`src/rtl/fetch_stage.sv`:
```
// fetch_stage: PC, req/ack imem port, 1-word hold buffer and IF/ID register.
// Define FETCH_PERF_CNT_EN for saturating stall/flush/drop counters.
module fetch_stage #(
  parameter int              PC_W      = 12,
  parameter logic [PC_W-1:0] RESET_PC  = '0,
  parameter logic [18:0]     NOP_INSTR = 19'h0
) (
  input  logic            clk,
  input  logic            rst,
  input  logic            pc_writebar,
  input  logic            IF_ID_loadbar,
  input  logic            IF_ID_flush,
  input  logic            redirect,
  input  logic [PC_W-1:0] redirect_pc,
  output logic            imem_req,
  output logic [PC_W-1:0] imem_addr,
  input  logic            imem_ack,
  input  logic [18:0]     imem_rdata,
  output logic [18:0]     if_id_instr,
  output logic [PC_W-1:0] if_id_pc1,
  output logic            if_id_valid
`ifdef FETCH_PERF_CNT_EN
  ,
  output logic [15:0]     perf_stall_cnt,
  output logic [15:0]     perf_flush_cnt,
  output logic [15:0]     perf_drop_cnt
`endif
);

  typedef enum logic [1:0] {
    S_FETCH = 2'd0,
    S_HOLD  = 2'd1,
    S_IDLE  = 2'd2
  } state_t;

  state_t          r_state;
  state_t          w_state_nx;
  logic [PC_W-1:0] r_pc;
  logic [PC_W-1:0] w_pc_nx;
  logic [PC_W-1:0] w_pc_inc;
  logic [PC_W-1:0] r_daddr;
  logic [PC_W-1:0] w_daddr_nx;
  logic [PC_W-1:0] r_pc1;
  logic [18:0]     r_hold;
  logic [18:0]     w_hold_nx;
  logic [18:0]     r_instr;
  logic [18:0]     w_word;
  logic            r_drop;
  logic            w_drop_nx;
  logic            r_valid;
  logic            w_ld;
  logic            w_dropped;
  logic            w_can;
  logic            w_ack;

  // A dropped request keeps its old address until the ack returns
  assign imem_req    = !rst && (r_state == S_FETCH);
  assign imem_addr   = r_drop ? r_daddr : r_pc;
  assign w_ack       = imem_req && imem_ack;
  assign w_can       = !IF_ID_loadbar && !IF_ID_flush;
  assign w_pc_inc    = r_pc + 1'b1;
  assign if_id_instr = r_instr;
  assign if_id_pc1   = r_pc1;
  assign if_id_valid = r_valid;

  always_comb begin
    w_state_nx = r_state;
    w_pc_nx    = r_pc;
    w_daddr_nx = r_daddr;
    w_hold_nx  = r_hold;
    w_drop_nx  = r_drop;
    w_ld       = 1'b0;
    w_word     = imem_rdata;
    w_dropped  = 1'b0;
    if (redirect) begin
      w_pc_nx    = redirect_pc;
      w_state_nx = S_FETCH;
      w_hold_nx  = NOP_INSTR;
      w_dropped  = w_ack;
      if (imem_req && !imem_ack) begin
        w_drop_nx = 1'b1;
        if (!r_drop) w_daddr_nx = r_pc;
      end else begin
        w_drop_nx = 1'b0;
      end
    end else begin
      unique case (r_state)
        S_FETCH: begin
          if (w_ack) begin
            if (r_drop) begin
              w_drop_nx = 1'b0;
              w_dropped = 1'b1;
              if (pc_writebar) w_state_nx = S_IDLE;
            end else if (w_can) begin
              w_ld = 1'b1;
              if (pc_writebar) w_state_nx = S_IDLE;
              else             w_pc_nx    = w_pc_inc;
            end else begin
              w_hold_nx  = imem_rdata;
              w_state_nx = S_HOLD;
            end
          end
        end
        S_HOLD: begin
          if (w_can) begin
            w_ld       = 1'b1;
            w_word     = r_hold;
            w_pc_nx    = w_pc_inc;
            w_state_nx = pc_writebar ? S_IDLE : S_FETCH;
          end
        end
        S_IDLE: begin
          if (!pc_writebar) w_state_nx = S_FETCH;
        end
        default: w_state_nx = S_FETCH;
      endcase
    end
  end

  always_ff @(posedge clk) begin
    if (rst) begin
      r_state <= S_FETCH;
      r_pc    <= RESET_PC;
      r_daddr <= '0;
      r_hold  <= NOP_INSTR;
      r_drop  <= 1'b0;
      r_instr <= NOP_INSTR;
      r_pc1   <= '0;
      r_valid <= 1'b0;
    end else begin
      r_state <= w_state_nx;
      r_pc    <= w_pc_nx;
      r_daddr <= w_daddr_nx;
      r_hold  <= w_hold_nx;
      r_drop  <= w_drop_nx;
      // Decode consumed the entry with nothing new behind it: bubble
      if (IF_ID_flush || (!w_ld && !IF_ID_loadbar)) begin
        r_instr <= NOP_INSTR;
        r_pc1   <= '0;
        r_valid <= 1'b0;
      end else if (w_ld) begin
        r_instr <= w_word;
        r_pc1   <= w_pc_inc;
        r_valid <= 1'b1;
      end
    end
  end

`ifdef FETCH_PERF_CNT_EN
  logic [15:0] r_stall_cnt;
  logic [15:0] r_flush_cnt;
  logic [15:0] r_drop_cnt;

  always_ff @(posedge clk) begin
    if (rst) begin
      r_stall_cnt <= '0;
      r_flush_cnt <= '0;
      r_drop_cnt  <= '0;
    end else begin
      if (IF_ID_loadbar && r_stall_cnt != 16'hFFFF)
        r_stall_cnt <= r_stall_cnt + 16'd1;
      if (IF_ID_flush && r_flush_cnt != 16'hFFFF)
        r_flush_cnt <= r_flush_cnt + 16'd1;
      if (w_dropped && r_drop_cnt != 16'hFFFF)
        r_drop_cnt <= r_drop_cnt + 16'd1;
    end
  end

  assign perf_stall_cnt = r_stall_cnt;
  assign perf_flush_cnt = r_flush_cnt;
  assign perf_drop_cnt  = r_drop_cnt;
`endif

endmodule

```
`config.mk`:
```
export PLATFORM = sky130hd
export DESIGN_NAME = fetch_stage
export DESIGN_NICKNAME = d
export VERILOG_FILES = /design/src/rtl/fetch_stage.sv
export SDC_FILE = /design/constraint.sdc
export NUM_CORES = 1
export LEC_CHECK = 0
export ABC_AREA = 1
export CAP_MARGIN = 30
export CORE_MARGIN = 4
export CORE_UTILIZATION = 41
export DETAILED_ROUTE_END_ITERATION = 10
export DONT_BUFFER_PORTS = 1
export PLACE_DENSITY = 0.51
export SLEW_MARGIN = 20
export SYNTH_ARGS = -nofsm -noshare
export SYNTH_HDL_FRONTEND = slang
export SYNTH_SLANG_ARGS = --single-unit
```
`constraint.sdc`:
```
create_clock -name clk -period 1.46 [get_ports clk]
set_input_delay 0 -clock clk [delete_from_list [all_inputs] [get_ports clk]]
set_output_delay 0 -clock clk [all_outputs]
set_load 0.01 [all_outputs]
```
; Word level (Yosys, flattened, before mapping)
; Index checks and enable logic that the tools add are counted.
[op_classes]
add_sub_neg = 1
eq_ne = 10
muxes = 28
bitwise_logic = 1
n_reduce_logical = 22
[op_table]
columns = cell, n
row1 = 12-bit 2-to-1 mux, 7
row2 = 19-bit 2-to-1 mux, 3
row3 = 12-bit one-hot mux with 2 select lines, 1
row4 = "3-bit != test, second input constant", 5
row5 = 2-bit 2-to-1 mux, 7
row6 = "12-bit by 1-bit adder with 12-bit output, second input constant", 1
row7 = 1-bit 2-to-1 mux, 8
row8 = "2-bit != test, second input constant", 3
row9 = 2-bit one-hot mux with 3 select lines, 1
row10 = 3-bit AND reduction, 2
row11 = 6-bit AND reduction, 1
row12 = 1-bit logical AND, 5
row13 = 1-bit logical NOT, 5
row14 = 2-bit AND reduction, 2
row15 = 2-bit nonzero test, 2
row16 = 2-bit OR reduction, 2
row17 = 3-bit nonzero test, 1
row18 = "2-bit by 1-bit == test with 1-bit output, second input constant", 1
row19 = "2-bit == test, second input constant", 1
row20 = 2-bit logical NOT, 1
row21 = 1-bit one-hot mux with 2 select lines, 1
row22 = 1-bit logical OR, 1
row23 = 1-bit inverter, 1
[word_totals]
ff_bits = 78
output_inout_bits = 45

; Longest topological paths before layout
[logic_depth]
depth_word = 11
depth_mapped = 10

; Worst setup path before layout
; OpenSTA, ideal clock, no wires.
[synth_path]
path_type = reg-to-reg
start = register r_state[1]
end = register r_daddr[10]
setup_time_ns = 0.120
arrival_ns = 1.249
t_required_ns = 1.340
slack_ns = 0.091
stages_incl_launch_ff = 6
n_path_buf = 1
synth_period_minus_slack_ns = 1.369
path_cell_list = dfxtp_1 -> nor3_2 -> nand3_1 -> buf_2 -> o21ai_0 -> a21oi_1
[synth_via]
elab_chain_len = 4
[synth_rtl]
columns = element, line_no
row1 = start: declaration, 36  ; state_t r_state;
row2 = start signal: assignment, 131  ; r_state <= w_state_nx;
row3 = 2-bit logical NOT, 57  ; assign imem_req = !rst && (r_state == S_FETCH);
row4 = 1-bit logical AND, 57
row5 = named net imem_req, 15  ; output logic imem_req,
row6 = 1-bit logical AND, 80  ; if (imem_req && !imem_ack) begin
row7 = 2-bit AND reduction (no line), n/a
row8 = end signal: assignment, 133  ; r_daddr <= w_daddr_nx;
row9 = end: declaration, 41  ; logic [PC_W-1:0] r_daddr;
; The timed path passes the listed nets, and every way through them passes these cells.
; A chain may end at the register's enable or synchronous reset.

; Worst setup path after layout
[layout_path]
start = register r_state[0]
end = register r_pc1[6], in the netlist if_id_pc1[6]
[layout_via]
elab_chain_len = 10
word_cells_on_any_way = 11
[layout_rtl]
columns = element, line_no
row1 = 2-bit logical NOT, "57, 87"
row2 = 1-bit logical AND, 57
row3 = 1-bit logical AND, 59  ; assign w_ack = imem_req && imem_ack;
row4 = 1-bit 2-to-1 mux, 89  ; if (w_ack) begin
row5 = 1-bit one-hot mux with 2 select lines (*), 87  ; unique case (r_state)
row6 = 1-bit 2-to-1 mux (*), 75  ; if (redirect) begin
row7 = 1-bit logical NOT, 137  ; if (IF_ID_flush || (!w_ld && !IF_ID_loadbar)) begin
row8 = 1-bit logical AND, 137
row9 = 1-bit logical OR, 137
row10 = 2-bit OR reduction (no line), n/a
row11 = end signal: assignment, 143  ; r_pc1 <= w_pc_inc;
row12 = end: declaration, 43  ; logic [PC_W-1:0] r_pc1;
; Mark *: on every way between the ends. The rest lies on a longest branch, timed or not.

==> out/metrics.csv <==
metric;value;unit
Max VDD drop;453;uV
Worst Path Max Fanout;10;
RSZ-0062 raised after global routing;yes;
Post-CTS Hold Fix Bufs;22;
mapped cell area;3860;sq um
syn nets;640;
Final period util;0.945;
share of the synthesized area in the top cell type;0.405;
max-cap violations;0;
Sw Ratio;0.278;
worst-margin pin slew;755;ps
Sink Count;78;
H-tree depth;3;
layout cells sized above 1;0.133;
largest net degree at the start of global routing;40;
Int Pwr;3.08;mW
crit end category;flop;
final period demand of the worst path;1380;ps
Mapped Avg Cell Area;6.42;sq um
Buf/Inv on CP;2;
antenna cells;0;
CP Launch Type;flop;
Hold Violations, Final;14;
Net Sw Power;1.18;mW
total power;4.26;mW
Non-Filler Instances;760;
GRT overflow;0;
GR Layer Usage met1;0.268;
clk buf depth;2;
Worst-Skew Late Latency;350;ps
First DRT Iteration DRCs;137;
worst setup path category;flop to flop;
Relative slew margins;0.496;
final net count;683;
Post-Synthesis Cells;601;
Synth Register Bits;78;
first-pass GRT wire length;17300;um
post-DP HPWL;7390;um
failing checks;hold timing;
Required @ worst endpoint;1740;ps
ys flop type;dfxtp_1;
TritonCTS buffer count;9;
IO buf count;0;
Top delay family on crit path;simple AND/OR/NAND/NOR gates;
Initial Util;0.419;
die area;11000;sq um
DRT Pass-1 Iters;4;
PwrDens;918;nW/um^2
global routing met2 resource utilization;0.295;
Filler Cell Count;974;
Hold Crit Class;primary input to flop;
Inst Count DP;720;
Area growth, synth to finish;20.4;%
sequential power share;0.521;
Clock transition at path regs;90;ps
final setup TNS;0;ps
most frequent cells after synthesis;nand2_1, nor2_1, dfxtp_1;
Post-synth EDFFs;0;
worst clock skew;10.4;ps
vias;3730;
WL/cell;13.8;um
Die Span X;105;um
Std-Cell Rows;35;
total global-route track usage;0.195;
GR peak layer;met2;
asr flop ratio synth;0;
largest cells by area after synthesis;dfxtp_1, nand2_1, a21oi_1;
die height;105;um
clock share of power;0.346;
Hold WS;-286;ps
Root Buffer;clkbuf_8;
crit path DAT;1660;ps
Routability Congestion;0.831;
area of the multi-input gates;1950;sq um
Leak Pwr;1.81;nW
Vias/cell;4.91;
number of antenna violations at the first check in global routing;0;
status;finished with violations;
sequential cell area fraction in the yosys report;0.405;
Final ANT Viol Nets;0;
CTS tree;yes;
Max Slew Vio Count;0;
count leader, synth;nand2_1;
Post-Route WL;10500;um
vias in the first global route;3440;
Critical Path Max Stage Delay;370;ps
cell taking the most area after synthesis;dfxtp_1;
DRC viols;0;
Slowest cell on crit path;dfxtp_2;
Unique masters post-synth;29;
critical-path cell list;nor2_4, nand4_2, nand2_2, nand2_8, buf_4, o21ai_0, inv_1, nor2_1;
Final Util;0.505;
I/O Pins;83;
Peak Freq;725;MHz
combinational share of power;0.133;
core box area;9200;sq um
Final Setup Violations;0;
Syn. warnings;0;
grt met3 use;0.0710;
R2R Setup Slk;80;ps
FF/Latch Area;1570;sq um
worst reg2reg max path, cell delays in order (launching register included):
cell and delay (ps):
dfxtp_2 370, nor2_4 130, nand4_2 120, nand2_2 140
nand2_8 110, buf_4 180, o21ai_0 140, inv_1 50
nor2_1 80
per-stage QoR:
stage	instance area, sq um	worst slack [ps]
global placement	4160	-17.9
global route	4640	-17.2
finish	4640	80.3
detailed placement	4160	-36.0
floorplan	3860	91.3
CTS	4560	21.5
power by group through the flow:
stage / combinational (mW) / clock [mW] / sequential (mW)
after CTS: 0.552 / 1.53 / 2.22
after global routing: 0.645 / 1.63 / 2.23
after detailed placement: 0.493 / 0 / 2.27
final: 0.568 / 1.47 / 2.22
after floorplan: 0.359 / 0 / 2.26
after global placement: 0.485 / 0 / 2.27
cell families after synthesis:
group                    share of synthesized area
flip-flops                                   0.405
buffers and inverters                        0.101
XOR/XNOR                                   0.00454
AO/OA/AOI/OAI                                0.182
adder cells (fa/ha/maj)                    0.00324
AND/OR/NAND/NOR                              0.304
flip-flops by register name, summed over array words and instances, names as in the netlist:
| signal | cells |
|---|---|
| r_state | 2 |
| r_pc | 12 |
| if_id_valid | 1 |
| r_daddr | 12 |
| if_id_instr | 19 |
| if_id_pc1 | 12 |
| r_hold | 19 |
| r_drop | 1 |
repair_timing:
action / CTS / global route
endpoints found under the setup margin: 32 / 63
endpoints found under the hold margin: 50 / 13
buffers inserted: 0 / 2
resized for setup: 2 / 27
pin swaps: 0 / 2
routing by layer:
| metal | share of wire | up-vias |
|---|---|---|
| met5 | 0 | - |
| met4 | 0.0077 | 0 |
| met3 | 0.084 | 7 |
| met2 | 0.43 | 95 |
| met1 | 0.48 | 1639 |
| li1 | - | 1989 |
path summary, 6_finish.rpt:
kind / startpoint / end / depth (start not counted)
max reg2reg: r_state[0]$_SDFFE_PP0P_ / if_id_pc1[6]$_SDFFE_PP0P_ / 8
min reg2reg: r_daddr[8]$_SDFFE_PP0P_ / r_daddr[8]$_SDFFE_PP0P_ / 2
min: rst / r_pc[0]$_SDFFE_PP0P_ / 1
max: r_state[0]$_SDFFE_PP0P_ / if_id_pc1[6]$_SDFFE_PP0P_ / 8
layout make-up:
cell class,instances,share of cell area
Multi-Input combinational cell,432,0.420
Timing Repair Buffer,64,0.125
Clock inverter,5,0.00754
Inverter,59,0.0493
Clock buffer,11,0.0304
Sequential cell,78,0.338
Tap cell,111,0.0299
cells in the final DEF, fill, tap and decap left out, types with 2 or more instances in the layout:
master	instances
o21ai_0	58
nand3_1	18
inv_1	54
dfxtp_2	5
clkbuf_8	10
dfxtp_1	73
nand2_2	4
buf_4	37
dlygate4sd3_1	22
o21ai_2	2
nor2_1	76
o21ai_1	10
nand2_1	174
a21oi_1	65
buf_6	2
clkinvlp_4	4
nand4_1	6
nor2_2	4
buf_12	3
inv_2	3
Power figures use the tool's default switching activity.
